File: src/rtl/deserializer.sv
// Serial bus link receiver: synchronises sclk/sdata, shifts in one frame
// per start bit, checks stop bit and parity, and pulses a status output.
package bus_pkg;
  localparam logic CMD_READ  = 1'b0;
  localparam logic CMD_WRITE = 1'b1;

  typedef struct packed {
    logic        start;
    logic        cmd;
    logic [13:0] addr;
    logic [7:0]  data;
    logic        parity;
    logic        stop;
  } serial_frame_t;

  function automatic logic calc_parity(
    input logic        cmd,
    input logic [13:0] addr,
    input logic [7:0]  data
  );
    return ^{cmd, addr, data};
  endfunction
endpackage

module deserializer
  import bus_pkg::*;
#(
  parameter int SYNC_STAGES    = 2,
  parameter int TIMEOUT_CYCLES = 1024
) (
  input  logic          clk_i,
  input  logic          rst_ni,
  input  logic          sclk_i,
  input  logic          sdata_i,
  output serial_frame_t frame_o,
  output logic          valid_o,
  output logic          parity_err_o,
  output logic          frame_err_o,
  output logic          busy_o
);

  localparam int FRAME_W = $bits(serial_frame_t);
  localparam int CNT_W   = $clog2(FRAME_W + 1);
  localparam int TMO_W   = $clog2(TIMEOUT_CYCLES + 1);

  localparam logic [CNT_W-1:0] CNT_LAST = CNT_W'(FRAME_W - 1);
  localparam logic [TMO_W-1:0] TMO_MAX  = TMO_W'(TIMEOUT_CYCLES);
  localparam logic [TMO_W-1:0] TMO_LAST = TMO_W'(TIMEOUT_CYCLES - 1);

  localparam logic [1:0] IDLE  = 2'd0;
  localparam logic [1:0] SHIFT = 2'd1;
  localparam logic [1:0] CHECK = 2'd2;
  localparam logic [1:0] ABORT = 2'd3;

  logic [SYNC_STAGES-1:0] sclk_sync;
  logic [SYNC_STAGES-1:0] sdata_sync;
  logic                   sclk_prev;
  logic                   sclk_s;
  logic                   sdata_s;
  logic                   rise;

  logic [1:0]       state;
  serial_frame_t    shreg;
  logic [CNT_W-1:0] cnt;
  logic [TMO_W-1:0] tmo;
  logic             stop_bad;
  logic             par_bad;

  assign sclk_s  = sclk_sync[SYNC_STAGES-1];
  assign sdata_s = sdata_sync[SYNC_STAGES-1];
  assign rise    = sclk_s & ~sclk_prev;
  assign busy_o  = (state != IDLE);

  assign stop_bad = ~shreg.stop;
  assign par_bad  = shreg.parity !=
                    calc_parity(shreg.cmd, shreg.addr, shreg.data);

  always_ff @(posedge clk_i or negedge rst_ni) begin
    if (!rst_ni) begin
      sclk_sync  <= '0;
      sdata_sync <= '0;
      sclk_prev  <= 1'b0;
    end else begin
      sclk_sync  <= {sclk_sync[SYNC_STAGES-2:0], sclk_i};
      sdata_sync <= {sdata_sync[SYNC_STAGES-2:0], sdata_i};
      sclk_prev  <= sclk_s;
    end
  end

  always_ff @(posedge clk_i or negedge rst_ni) begin
    if (!rst_ni) begin
      state        <= IDLE;
      shreg        <= '0;
      cnt          <= '0;
      tmo          <= '0;
      frame_o      <= '0;
      valid_o      <= 1'b0;
      parity_err_o <= 1'b0;
      frame_err_o  <= 1'b0;
    end else begin
      valid_o      <= 1'b0;
      parity_err_o <= 1'b0;
      frame_err_o  <= 1'b0;
      unique case (state)
        IDLE: begin
          tmo <= '0;
          if (rise && sdata_s) begin
            shreg <= serial_frame_t'(FRAME_W'(1));
            cnt   <= CNT_W'(1);
            state <= SHIFT;
          end
        end
        SHIFT: begin
          if (rise) begin
            shreg <= {shreg[FRAME_W-2:0], sdata_s};
            cnt   <= cnt + 1'b1;
            tmo   <= '0;
            if (cnt == CNT_LAST) state <= CHECK;
          end else begin
            if (tmo != TMO_MAX) tmo <= tmo + 1'b1;
            if (tmo >= TMO_LAST) state <= ABORT;
          end
        end
        CHECK: begin
          frame_o <= shreg;
          unique case (1'b1)
            stop_bad:             frame_err_o  <= 1'b1;
            !stop_bad && par_bad:  parity_err_o <= 1'b1;
            !stop_bad && !par_bad: valid_o      <= 1'b1;
          endcase
          shreg <= '0;
          cnt   <= '0;
          state <= IDLE;
        end
        ABORT: begin
          frame_err_o <= 1'b1;
          shreg       <= '0;
          cnt         <= '0;
          tmo         <= '0;
          state       <= IDLE;
        end
        default: state <= IDLE;
      endcase
    end
  end

endmodule

File: config.mk
export PLATFORM = sky130hd
export DESIGN_NAME = deserializer
export DESIGN_NICKNAME = d
export VERILOG_FILES = /design/src/rtl/deserializer.sv
export SDC_FILE = /design/constraint.sdc
export NUM_CORES = 1
export LEC_CHECK = 0
export ABC_AREA = 1
export CAP_MARGIN = 20
export CORE_ASPECT_RATIO = 0.8
export CORE_MARGIN = 2
export CORE_UTILIZATION = 59
export CTS_CLUSTER_DIAMETER = 50
export DETAILED_ROUTE_END_ITERATION = 8
export PLACE_DENSITY = 0.82
export SETUP_SLACK_MARGIN = 0.2
export SYNTH_ARGS = -nofsm -noshare
export SYNTH_HDL_FRONTEND = slang
export SYNTH_SLANG_ARGS = --single-unit
File: constraint.sdc
create_clock -name clk_i -period 2.72 [get_ports clk_i]
set_clock_uncertainty 0.1 [all_clocks]
set_input_delay 0.272 -clock clk_i [delete_from_list [all_inputs] [get_ports clk_i]]
set_output_delay 0.272 -clock clk_i [all_outputs]
set_load 0.005 [all_outputs]
Yosys cells after proc, flatten, opt, wreduce, memory -nomap -nowiden
Index checks and enable logic that the tools add are counted.
{"block": "word_totals", "register_bits": 78, "in_bits": 4, "output_inout_bits": 30}
{"block": "classes", "n_addsub": 2, "mux": 20, "order_cmp": 1, "reduce_logical": 13, "bitwise_logic": 2, "eq_ne": 11}
{"operator": "one-hot mux 26 bit (3 select lines)", "n": 1}
{"operator": "2-to-1 mux 26 bit", "n": 2}
{"operator": "parity 23 bit", "n": 1}
{"operator": "2-to-1 mux 11 bit", "n": 2}
{"operator": "one-hot mux 11 bit (2 select lines)", "n": 1}
{"operator": "one-hot mux 5 bit (3 select lines)", "n": 1}
{"operator": "adder 11 x 1 -> 11 bit, second input constant", "n": 1}
{"operator": ">= comparator 11 x 10 -> 1 bit, second input constant", "n": 1}
{"operator": "inequality test 11 bit, second input constant", "n": 1}
{"operator": "2-to-1 mux 5 bit", "n": 2}
{"operator": "inequality test 3 bit, second input constant", "n": 3}
{"operator": "2-to-1 mux 2 bit", "n": 4}
{"operator": "one-hot mux 2 bit (3 select lines)", "n": 1}
{"operator": "adder 5 x 1 -> 5 bit, second input constant", "n": 1}
{"operator": "equality test 5 bit, second input constant", "n": 1}
{"operator": "2-to-1 mux 1 bit", "n": 5}
{"operator": "equality test 2 bit, second input constant", "n": 2}
{"operator": "inequality test 2 bit, second input constant", "n": 2}
{"operator": "AND reduction 2 bit", "n": 2}
{"operator": "nonzero test 2 bit", "n": 2}
{"operator": "OR reduction 2 bit", "n": 2}
{"operator": "logical AND 1 bit", "n": 3}
{"operator": "AND reduction 3 bit", "n": 1}
{"operator": "equality test 2 x 1 -> 1 bit, second input constant", "n": 1}
{"operator": "other kinds (6)", "n": 6}

Logic depth before layout (Yosys ltp)
Gate-level depths: netlist of the first run.
{"block": "depth", "depth_word": 6, "ltp_mapped": 12}

Worst setup path before layout of the first run
OpenSTA, ideal clock, no wires.
{"block": "synth_timing", "path_type": "reg2reg", "from": "reg state[1]", "to": "reg tmo[3]", "required_time_ns": 2.501, "path_stages_with_launch": 10, "synth_period_minus_slack_ns": 1.628, "arrival_time_ns": 1.409, "setup_time_ns": 0.119, "path_slack_ns": 1.092, "cell_sequence": "dfrtp_1 > inv_1 > ha_1 > inv_2 > nor2_2 > nand3_1 > nand2_2 > buf_6 > nor2_1 > o21a_1"}
{"block": "synth_between", "elab_chain_cells": 4, "word_cells_on_any_way": 8}
{"element": "start, declared", "line_no": "62", "source": "logic [1:0] state;"}
{"element": "start signal, assigned", "line_no": "92", "source": "state <= IDLE;"}
{"element": "start signal, assigned", "line_no": "110", "source": "state <= SHIFT;"}
{"element": "start signal, assigned", "line_no": "118", "source": "if (cnt == CNT_LAST) state <= CHECK;"}
{"element": "equality test 2 bit or zero test 2 bit (tied branches)", "line_no": "104", "source": "unique case (state)"}
{"element": "OR reduction 2 bit (no source line)"}
{"element": "nonzero test 2 bit (no source line)"}
{"element": "AND reduction 2 bit (no source line)"}
{"element": "end signal, assigned", "line_no": "120", "source": "if (tmo != TMO_MAX) tmo <= tmo + 1'b1;"}
{"element": "end, declared", "line_no": "65", "source": "logic [TMO_W-1:0] tmo;"}
Parallel ways exist; a longest one is shown, timed or not.
A chain may end at the register's enable or synchronous reset.

Worst setup path after layout of the first run
{"block": "layout_timing", "from": "reg state[0]", "to": "out busy_o"}
{"block": "layout_between", "elab_chain_cells": 1}
{"element": "nonzero test 2 bit", "line_no": "72", "source": "assign busy_o = (state != IDLE);"}
{"element": "end, declared", "line_no": "39", "source": "output logic busy_o"}
Every way passes these cells.

==> results of run 1 <==
==> metal layers <==
metal / wire (um) / share of wire, % / vias to the layer above / track usage [%]
met3: 382 / 5.1 / 12 / 5.61
met2: 3520 / 47 / 73 / 40.0
met1: 3530 / 47 / 1448 / 30.3
met4: 86 / 1.1 / 0 / 8.01
li1: - / - / 1515 / -
met5: 0 / 0 / - / 0
==> worst register-to-register path, stage by stage (launching register included) <==
cell,delay (ns)
dfrtp_1,0.42
inv_1,0.09
ha_1,0.18
inv_2,0.08
nor2_2,0.18
nand2_1,0.50
o22ai_1,0.38
==> report_power, final <==
part	switching (mW)	total, mW	internal, mW
registers	0.0598	1.30	1.24
clock network	0.422	0.870	0.449
logic	0.636	0.946	0.309
==> stage by stage <==
stage	util (%)	cell area, um^2
2_1_floorplan	-	3730
3_3_place_gp	68.8	4130
3_5_place_dp	68.8	4130
4_1_cts	72.3	4340
5_1_grt	72.3	4340
6_report	72.3	4340
==> cell usage in the layout, fill, tap and decap left out, types with 4 or more instances in the layout <==
master and n:
inv_2 8, nor2_1 17, nor3_1 4, nand2_1 139, o21ai_1 9, nand4_1 4
nand3_1 17, o22ai_1 27, a21oi_1 5, clkdlybuf4s50_1 32, inv_1 56, xnor2_1 6
o21ai_0 37, dfrtp_1 78, buf_4 5, ha_1 8, xor2_1 5, clkbuf_8 10
nor2_2 6
==> what timing repair did <==
action                                 in CTS  in global routing
buffers inserted                            0                  0
gates resized for setup                     0                  0
endpoints found under the hold margin      18                  0
hold buffers                                1                  0
==> flip-flops by register name, summed over array words and instances (netlist names) <==
name          flops
valid_o           1
frame_err_o       1
parity_err_o      1
state             2
sclk_prev         1
frame_o          26
tmo              11
sdata_sync        2
shreg            26
cnt               5
sclk_sync         2
==> final cells by class <==
| cell class | instances | area share [%] |
|---|---|---|
| flip-flops and latches | 78 | 44.9 |
| inverters | 66 | 5.70 |
| clock inverters | 5 | 1.35 |
| repair buffers | 38 | 8.47 |
| multi-input cells | 295 | 33.9 |
| clock buffers | 11 | 3.26 |
| well taps | 81 | 2.33 |
==> logic make-up (layout without fill, tap and decap cells) <==
| group | count (synthesis) | in the layout |
|---|---|---|
| AOI/OAI and AO/OA | 82 | 82 |
| DFF | 78 | 78 |
| and+or+nand+nor | 194 | 194 |
| buffers and inverters | 77 | 120 |
| adders and majority gates | 8 | 8 |
| xor gates and xnor gates | 11 | 11 |
==> final timing paths <==
path,to,slack [ns],startpoint
worst max-delay path,busy_o,0.63,state[0]$_DFFE_PN0P_
worst min-delay path,sdata_sync[0]$_DFF_PN0_,0.26,sdata_i
worst max register to register,shreg[11]$_DFFE_PN0P_,0.70,state[1]$_DFFE_PN0P_
worst min register to register,sclk_sync[1]$_DFF_PN0_,0.26,sclk_sync[0]$_DFF_PN0_
max in group asynchronous,sclk_sync[1]$_DFF_PN0_,1.40,rst_ni
min in group asynchronous,tmo[5]$_DFFE_PN0P_,0.50,rst_ni
==> impl_metrics.csv, run 1 <==
group,metric,value,unit
run_status,status,"finished, final reports clean",
routing,drtIter0Drc,185,
routing,drt_pass1_iterations,5,
synthesis,yosys_warnings,0,
sta,timing.hold.ws,0.256,ns
worst_setup_path,cp_common_cell,"inv_1",
synthesis,yosysSeqAreaShare,52.3,%
synthesis,synth_area,3730,um^2
die,ioPinCount,34,
die,die_height,75.1,um
placed_design,dp_hpwl,5400,um
synthesis,synth_top_area_share,52.3,%
worst_setup_path,crit_fanout,4,
synthesis,synth_seq_cells,78,
power,power_leakage,2.06,nW
sta,finalSetupViolations,0,
power,power.total,3.11,mW
worst_setup_path,worst-endpoint-required,2.35,ns
routing,viasPerCell,5.31,
layout,nets,500,
synthesis,synth_cell_types,28,
synthesis,synth_fp_nets,462,
cts,cts_max_level,3,
layout,syn_to_final_growth,16.4,%
layout,layoutNonFillerInstCount,574,
worst_setup_path,reg2reg_depth,6,
layout,drive_above_1_share,8.72,%
sta,slew_headroom,36.4,%
cts,clk_pin_slew_worst_paths,0.08,ns
layout,n_fill_cell,451,
synthesis,synth_edf_count,0,
synthesis,synthTopCellsByCount,"nand2_1, dfrtp_1, inv_1, o21ai_0, o22ai_1",
job,maxCapViolCount,0,
sta,worst_pin_slew,0.955,ns
routing,final_antenna_net_count,0,
cts,tritoncts,"done",
sta,finalMaxSlewViolations,0,
worst_setup_path,worstSetupStartpointType,"flip-flop",
routing,vias,3048,
synthesis,synth_compound_area_share,12.2,%
worst_setup_path,cp.depth,4,
layout,seqCellArea,1950,um^2
synthesis,async_reset_ff_share,100,%
layout,multi_input_area,1470,um^2
synthesis,syn_area_per_cell,8.29,um^2
cts,cts_root_buf,"clkbuf_8",
global_routing,overflow,0,
synthesis,synth.area.mux_share,0,%
die,start_util,62.1,%
placed_design,gp_congestion,0.875,
die,core_area,6010,um^2
power,powerDensity,717,nW/um^2
sta,min_period_over_period,76.8,%
placed_design,place_inst,557,
global_routing,antenna_found_initial,0,
worst_setup_path,setup.worst_path.class,"reg2out",
routing,drt-wirelength-per-cell,13.1,um
synthesis,synth_area_leaders,"dfrtp_1, nand2_1, inv_1",
worst_setup_path,worst_path_max_delay_cell,"clkdlybuf4s50_1",
worst_setup_path,path_cells,"inv_1 > ha_1 > inv_1 > clkdlybuf4s50_1",
cts,clock_latency,0.36,ns
die,die_w,92.9,um
global_routing,grt_pass1_vias,2883,
sta,fmax,0.479,GHz
synthesis,synth-simple-area-share,22.0,%
worst_setup_path,timing.critical_path.max_delay_family,"buffers and inverters",
worst_setup_path,worst-path-buf-inv,3,
sta,finalWorstSetupSlack,0.632,ns
synthesis,synthAdderAreaFrac,2.68,%
global_routing,grt_max_degree,79,
cts,numCtsBuffers,9,
synthesis,ys_dominant_reg_cell,"dfrtp_1",
placed_design,numPortBuffers,33,
worst_setup_path,cp-end-kind,"primary output",
die,rows,25,
routing,drc,0,
synthesis,netlist_instances,450,
sta,hold_viol_final,0,
worst_hold_path,hp-class,"in2reg",
global_routing,grt.total_usage,23.5,%
die,die-area,6980,um^2
sta,rsz0062_at_grt,"false",
worst_setup_path,slowest_delay,0.52,ns
worst_setup_path,cp.arrival,1.72,ns
placed_design,dp_worst_setup_slack,0.769,ns
synthesis,synthXorXnorAreaFrac,2.58,%
global_routing,grt_first_pass_wirelength,12700,um
sta,fin_crit,2.09,ns
cts,cts_buffer_depth,2,
power,irDropWorstVdd,0.000568,V
routing,drt_wl_total,7530,um
synthesis,synth.most_common_cell,"nand2_1",
synthesis,synth_area_leader_cell,"dfrtp_1",
sta,setup_tns,0,ns
layout,antenna_cells,0,
synthesis,synth_top_family_by_area,"simple AND/OR/NAND/NOR gates",
worst_hold_path,min_path_cells,1,
cts,clkSinkCount,78,
(Power assumes the default switching activity.)
==> inputs of run 2 (changes only) <==
Settings changed: CORE_UTILIZATION 59 to 57, PLACE_DENSITY 0.82 to 0.79.
Clock period 2.72 ns to 2 ns, I/O delays scaled along.
==> run 2 against run 1 <==
  * Sequential cell count unchanged
  * Die area up 3.3%
  * Wire length up 2.6%
  * Design area up 3.5%
  * Sequential share of layout area down 1.5 points
  * Critical endpoint is now cnt[0]$_DFFE_PN0P_
  * Largest power group unchanged
==> impl_metrics.csv, run 2 (synthesized netlist as in run 1, its figures left out) <==
group,metric,value,unit
run_status,status,"finished, final reports clean",
layout,layoutNonFillerInstCount,585,
placed_design,gp_congestion,0.842,
global_routing,gr-usage-met3,7.42,%
layout,mostFrequentLayoutCell,"nand2_1",
global_routing,grt.total_usage,24.2,%
routing,drt-wirelength-per-cell,13.2,um
placed_design,numPortBuffers,33,
power,power_leakage,2.13,nW
routing,drt_wl_total,7730,um
sta,hold_viol_final,0,
worst_setup_path,cp.arrival,1.83,ns
routing,drc,0,
sta,worst_pin_slew,0.570,ns
layout,syn_to_final_growth,20.4,%
sta,slew_headroom,62.0,%
worst_setup_path,startpoint,"state[0]$_DFFE_PN0P_",
sta,rsz0062_at_grt,"true",
die,die-area,7210,um^2
sta,fmax,0.584,GHz
worst_setup_path,worst-r2r-setup-slack,0.29,ns
global_routing,overflow,0,
placed_design,dp_hpwl,5240,um
job,maxCapViolCount,0,
cts,clkSinkCount,78,
cts,clk_pin_slew_worst_paths,0.07,ns
layout,final_cell_mix,"nand2_1, dfrtp_1, inv_1",
sta,fin_crit,1.71,ns
layout,nets,509,
die,die_w,94.5,um
global_routing,grtUsageMet1,34.1,%
routing,drt_pass1_iterations,5,
worst_setup_path,crit_fanout,16,
worst_setup_path,reg2reg_from,"state[0]$_DFFE_PN0P_",
worst_setup_path,r2r_end,"cnt[0]$_DFFE_PN0P_",
die,core_area,6340,um^2
layout,top_regs,"frame_o x26, shreg x26, tmo x11",
routing,viasPerCell,5.24,
cts,tritoncts,"done",
die,die_height,76.4,um
worst_setup_path,cp-end-kind,"flip-flop",
die,ioPinCount,34,
sta,min_period_over_period,85.6,%
cts,cts_root_buf,"clkbuf_8",
power,powerDensity,1020,nW/um^2
cts,cts_buffer_depth,2,
cts,cts_max_level,3,
sta,finalMaxSlewViolations,0,
layout,antenna_cells,0,
routing,final_antenna_net_count,0,
worst_setup_path,cp-endpoint,"cnt[0]$_DFFE_PN0P_",
worst_setup_path,reg2reg_depth,7,
worst_setup_path,setup.worst_path.class,"reg2reg",
global_routing,grt_first_pass_wirelength,13700,um
placed_design,place_inst,563,
routing,drtIter0Drc,172,
power,irDropWorstVdd,0.000608,V
global_routing,grtUsageMet2,36.9,%
sta,finalSetupViolations,0,
cts,clock_latency,0.34,ns
global_routing,busiest_layer,"met2",
global_routing,antenna_found_initial,0,
die,rows,26,
worst_hold_path,hp-class,"in2reg",
global_routing,grt_pass1_vias,3023,
layout,drive_above_1_share,11.4,%
routing,vias,3064,
power,power.total,4.60,mW
cts,numCtsBuffers,9,
sta,timing.hold.ws,0.194,ns
global_routing,grt_max_degree,45,
worst_setup_path,worst-endpoint-required,2.12,ns
die,start_util,58.8,%
sta,setup_tns,0,ns
worst_setup_path,worstSetupStartpointType,"flip-flop",
[run 2: cell count changes in the layout (fill, tap and decap cells not counted), moves of 2 or more]
| cell | previous run | this run |
|---|---|---|
| ha_1 | 8 | 6 |
| clkinvlp_4 | 2 | 0 |
| bufinv_16 | 1 | 3 |
| nor2_4 | 2 | 4 |
| ha_2 | 0 | 2 |
| nor2_1 | 17 | 15 |
| buf_4 | 5 | 12 |
[run 2: timing repair]
| item | 4_1_cts | 5_1_grt |
|---|---|---|
| endpoints found under the hold margin | 42 | 0 |
| pin swaps | 1 | 2 |
| resized for setup | 4 | 7 |
| endpoints found under the setup margin | 10 | 26 |
| cloned | 0 | 1 |
| setup buffers | 3 | 2 |
| hold buffers | 1 | 0 |
[run 2: power by group]
group          internal (mW)  total [mW]  switching, mW
combinational          0.503        1.43          0.929
clock                  0.855        1.41          0.551
sequential              1.68        1.76         0.0724
total                   3.04        4.60           1.55
[run 2: final cells by class]
type                            instances  area [um^2]
Sequential cell                        78         1950
Fill cell                             491         1850
Multi-Input combinational cell        296         1510
Timing Repair Buffer                   46          439
Inverter                               66          250
Clock buffer                           11          141
Tap cell                               84          105
Clock inverter                          4         95.1
[run 2: worst min-delay path by stage]
stage / startpoint / endpoint / slack [ns] / cells past startpoint
6_report: sdata_i / sdata_sync[0]$_DFF_PN0_ / 0.19 / 1
5_1_grt: sdata_i / sdata_sync[0]$_DFF_PN0_ / 0.17 / 1
4_1_cts: sdata_i / sdata_sync[0]$_DFF_PN0_ / 0.18 / 1
3_5_place_dp: rst_ni / sclk_sync[1]$_DFF_PN0_ / 0.14 / 1
3_3_place_gp: rst_ni / sclk_sync[0]$_DFF_PN0_ / 0.13 / 1
2_1_floorplan: rst_ni / cnt[0]$_DFFE_PN0P_ / -0.20 / 0
[run 2: through the flow]
stage / utilization, % / instance area [um^2] / worst slack [ns]
2_1_floorplan: - / 3730 / 0.372
3_3_place_gp: 65.8 / 4170 / 0.261
3_5_place_dp: 65.8 / 4170 / 0.191
4_1_cts: 70.1 / 4450 / 0.239
5_1_grt: 70.8 / 4490 / 0.182
6_report: 70.8 / 4490 / 0.289
[run 2: critical path, stage by stage, from the launching register on]
cell,delay [ns]
dfrtp_1,0.38
buf_4,0.15
ha_1,0.22
inv_2,0.14
nor2_4,0.07
nor2_2,0.17
buf_4,0.24
o21ai_1,0.11
[run 2: per-layer routing]
metal | wire (um) | share of wire [%]
met5 | 0 | 0
met1 | 3700 | 48
met3 | 320 | 4.1
met2 | 3570 | 46
met4 | 131 | 1.7
==> inputs of run 3 (changes only) <==
Settings changed: CORE_UTILIZATION 57 to 33, PLACE_DENSITY 0.79 to 0.51.
==> run 3 against run 2 <==
  * Clock power grew 17%
  * Sequential power is essentially flat
  * Power grew 5.6%
  * Hold slack gained 0.013 ns
  * Non-clock buffer count shrank 4
  * Critical path depth grew 1
  * Die area grew 69%
  * Largest power group unchanged
  * Clock-buffer cell count grew 2
==> impl_metrics.csv, run 3 (synthesized netlist as in run 1, its figures left out) <==
group,metric,value,unit
placed_design,numPortBuffers,33,
layout,antenna_cells,0,
power,irDropWorstVdd,0.000412,V
sta,finalMaxSlewViolations,0,
power,clkPwrFrac,34.0,%
worst_setup_path,timing.critical_path.max_delay_family,"simple AND/OR/NAND/NOR gates",
placed_design,dp_worst_setup_slack,0.133,ns
routing,viasPerCell,4.66,
sta,rsz0062_at_grt,"true",
cts,clk_pin_slew_worst_paths,0.06,ns
power,p_sw,1.63,mW
sta,min_period_over_period,86.6,%
global_routing,antenna_found_initial,0,
die,ioPinCount,34,
die,rows,34,
sta,slew_headroom,67.0,%
worst_setup_path,reg2reg_from,"state[1]$_DFFE_PN0P_",
worst_setup_path,reg2reg_depth,8,
layout,seqCellArea,1950,um^2
die,core_area,10900,um^2
power,intPower,3.22,mW
worst_setup_path,slowest_delay,0.39,ns
worst_hold_path,min_path_cells,1,
layout,drive_above_1_share,10.8,%
sta,finalWorstSetupSlack,0.267,ns
job,maxCapViolCount,0,
cts,clkSinkCount,78,
layout,syn_to_final_growth,24.0,%
power,power_leakage,2.15,nW
die,die_height,99.1,um
cts,numCtsBuffers,9,
worst_setup_path,path_cells,"inv_1 > ha_1 > inv_2 > nor2_4 > nand3_2 > nand2_4 > nor2_1 > o21a_1",
layout,top_regs,"frame_o x26, shreg x26, tmo x11",
worst_setup_path,cp-end-kind,"flip-flop",
worst_setup_path,worst-path-buf-inv,2,
routing,vias,2992,
routing,final_antenna_net_count,0,
routing,drtIter0Drc,179,
placed_design,gp_congestion,0.793,
sta,hold_viol_final,0,
placed_design,dp_hpwl,5510,um
cts,cts_max_level,3,
worst_setup_path,setup.worst_path.class,"reg2reg",
layout,multi_input_area,1520,um^2
power,sw_frac_of_total,33.6,%
die,die-area,12200,um^2
sta,finalSetupViolations,0,
die,die_w,123,um
layout,final_cell_mix,"nand2_1, dfrtp_1, inv_1",
global_routing,overflow,0,
global_routing,grt_first_pass_wirelength,13300,um
routing,drt_wl_total,8040,um
worst_hold_path,hp-class,"in2reg",
routing,drt-wirelength-per-cell,12.5,um
layout,nets,505,
placed_design,place_area,4240,um^2
worst_setup_path,worst_path_max_delay_cell,"dfrtp_1",
sta,setup_tns,0,ns
layout,mostFrequentLayoutCell,"nand2_1",
worst_setup_path,worst-endpoint-required,2.12,ns
die,start_util,34.1,%
power,powerDensity,1050,nW/um^2
global_routing,grt_max_degree,53,
cts,tritoncts,"done",
cts,cts_root_buf,"clkbuf_16",
worst_hold_path,hp-start,"sdata_i",
worst_setup_path,r2r_end,"tmo[4]$_DFFE_PN0P_",
routing,drc,0,
power,power_frac_comb,29.6,%
power,power_frac_seq,36.4,%
worst_setup_path,crit_fanout,7,
sta,fin_crit,1.73,ns
worst_setup_path,cp.arrival,1.85,ns
worst_setup_path,worstSetupStartpointType,"flip-flop",
cts,cts_buffer_depth,2,
run_status,status,"finished, final reports clean",
sta,timing.hold.ws,0.207,ns
worst_setup_path,startpoint,"state[1]$_DFFE_PN0P_",
global_routing,grt_pass1_vias,2764,
worst_setup_path,worst-r2r-setup-slack,0.27,ns
global_routing,grt.total_usage,14.0,%
sta,worst_pin_slew,0.495,ns
worst_hold_path,holdPathEnd,"sdata_sync[0]$_DFF_PN0_",
layout,n_fill_cell,1078,
cts,clock_latency,0.33,ns
routing,drt_pass1_iterations,4,
sta,fmax,0.577,GHz
layout,fin_area,4630,um^2
[run 3: through the flow]
stage               std cells  util (%)  power [mW]
floorplan                 450         -        2.70
global placement          621      38.8        3.09
detailed placement        621      38.8        3.10
CTS                       640      41.9        4.84
global route              642      42.3        5.18
finish                    642      42.3        4.85
[run 3: layer usage]
metal	GRT usage [%]	wire length, um	vias to the layer above
li1	-	-	1529
met1	20.4	4260	1407
met2	20.1	3400	46
met3	4.01	273	10
met4	4.24	100	0
met5	0	0	-
[run 3: worst max-delay path by stage]
stage,end,slack [ns],cells past startpoint
floorplan,tmo[3]$_DFFE_PN0P_,0.37,9
global placement,tmo[3]$_DFFE_PN0P_,0.20,9
detailed placement,tmo[4]$_DFFE_PN0P_,0.13,9
CTS,busy_o,0.17,4
global route,tmo[3]$_DFFE_PN0P_,0.18,9
finish,tmo[4]$_DFFE_PN0P_,0.27,8
[run 3: cell type report]
class / count / area share, %
Clock buffer: 13 / 5.62
Clock inverter: 3 / 0.919
Inverter: 66 / 5.41
Multi-Input combinational cell: 296 / 32.8
Sequential cell: 78 / 42.2
Tap cell: 144 / 3.89
Timing Repair Buffer: 42 / 9.19
[run 3: timing repair]
action | 4_1_cts | 5_1_grt
hold endpoints to repair | 35 | 0
gates resized for setup | 3 | 10
gates cloned | 0 | 1
pin swaps | 0 | 1
setup buffers | 2 | 1
hold buffers | 1 | 0
endpoints found under the setup margin | 10 | 13
[run 3: worst reg2reg max path: stages, from the launching register on]
cell,delay [ns]
dfrtp_1,0.39
inv_1,0.10
ha_1,0.18
inv_2,0.09
nor2_4,0.20
nand3_2,0.15
nand2_4,0.18
nor2_1,0.07
o21a_1,0.17
[run 3: power groups by stage]
stage,clock network (mW),logic (mW),registers [mW]
6_report,1.65,1.44,1.77
5_1_grt,1.79,1.61,1.78
4_1_cts,1.71,1.37,1.76
3_5_place_dp,0,1.30,1.80
3_3_place_gp,0,1.29,1.80
2_1_floorplan,0,0.924,1.78
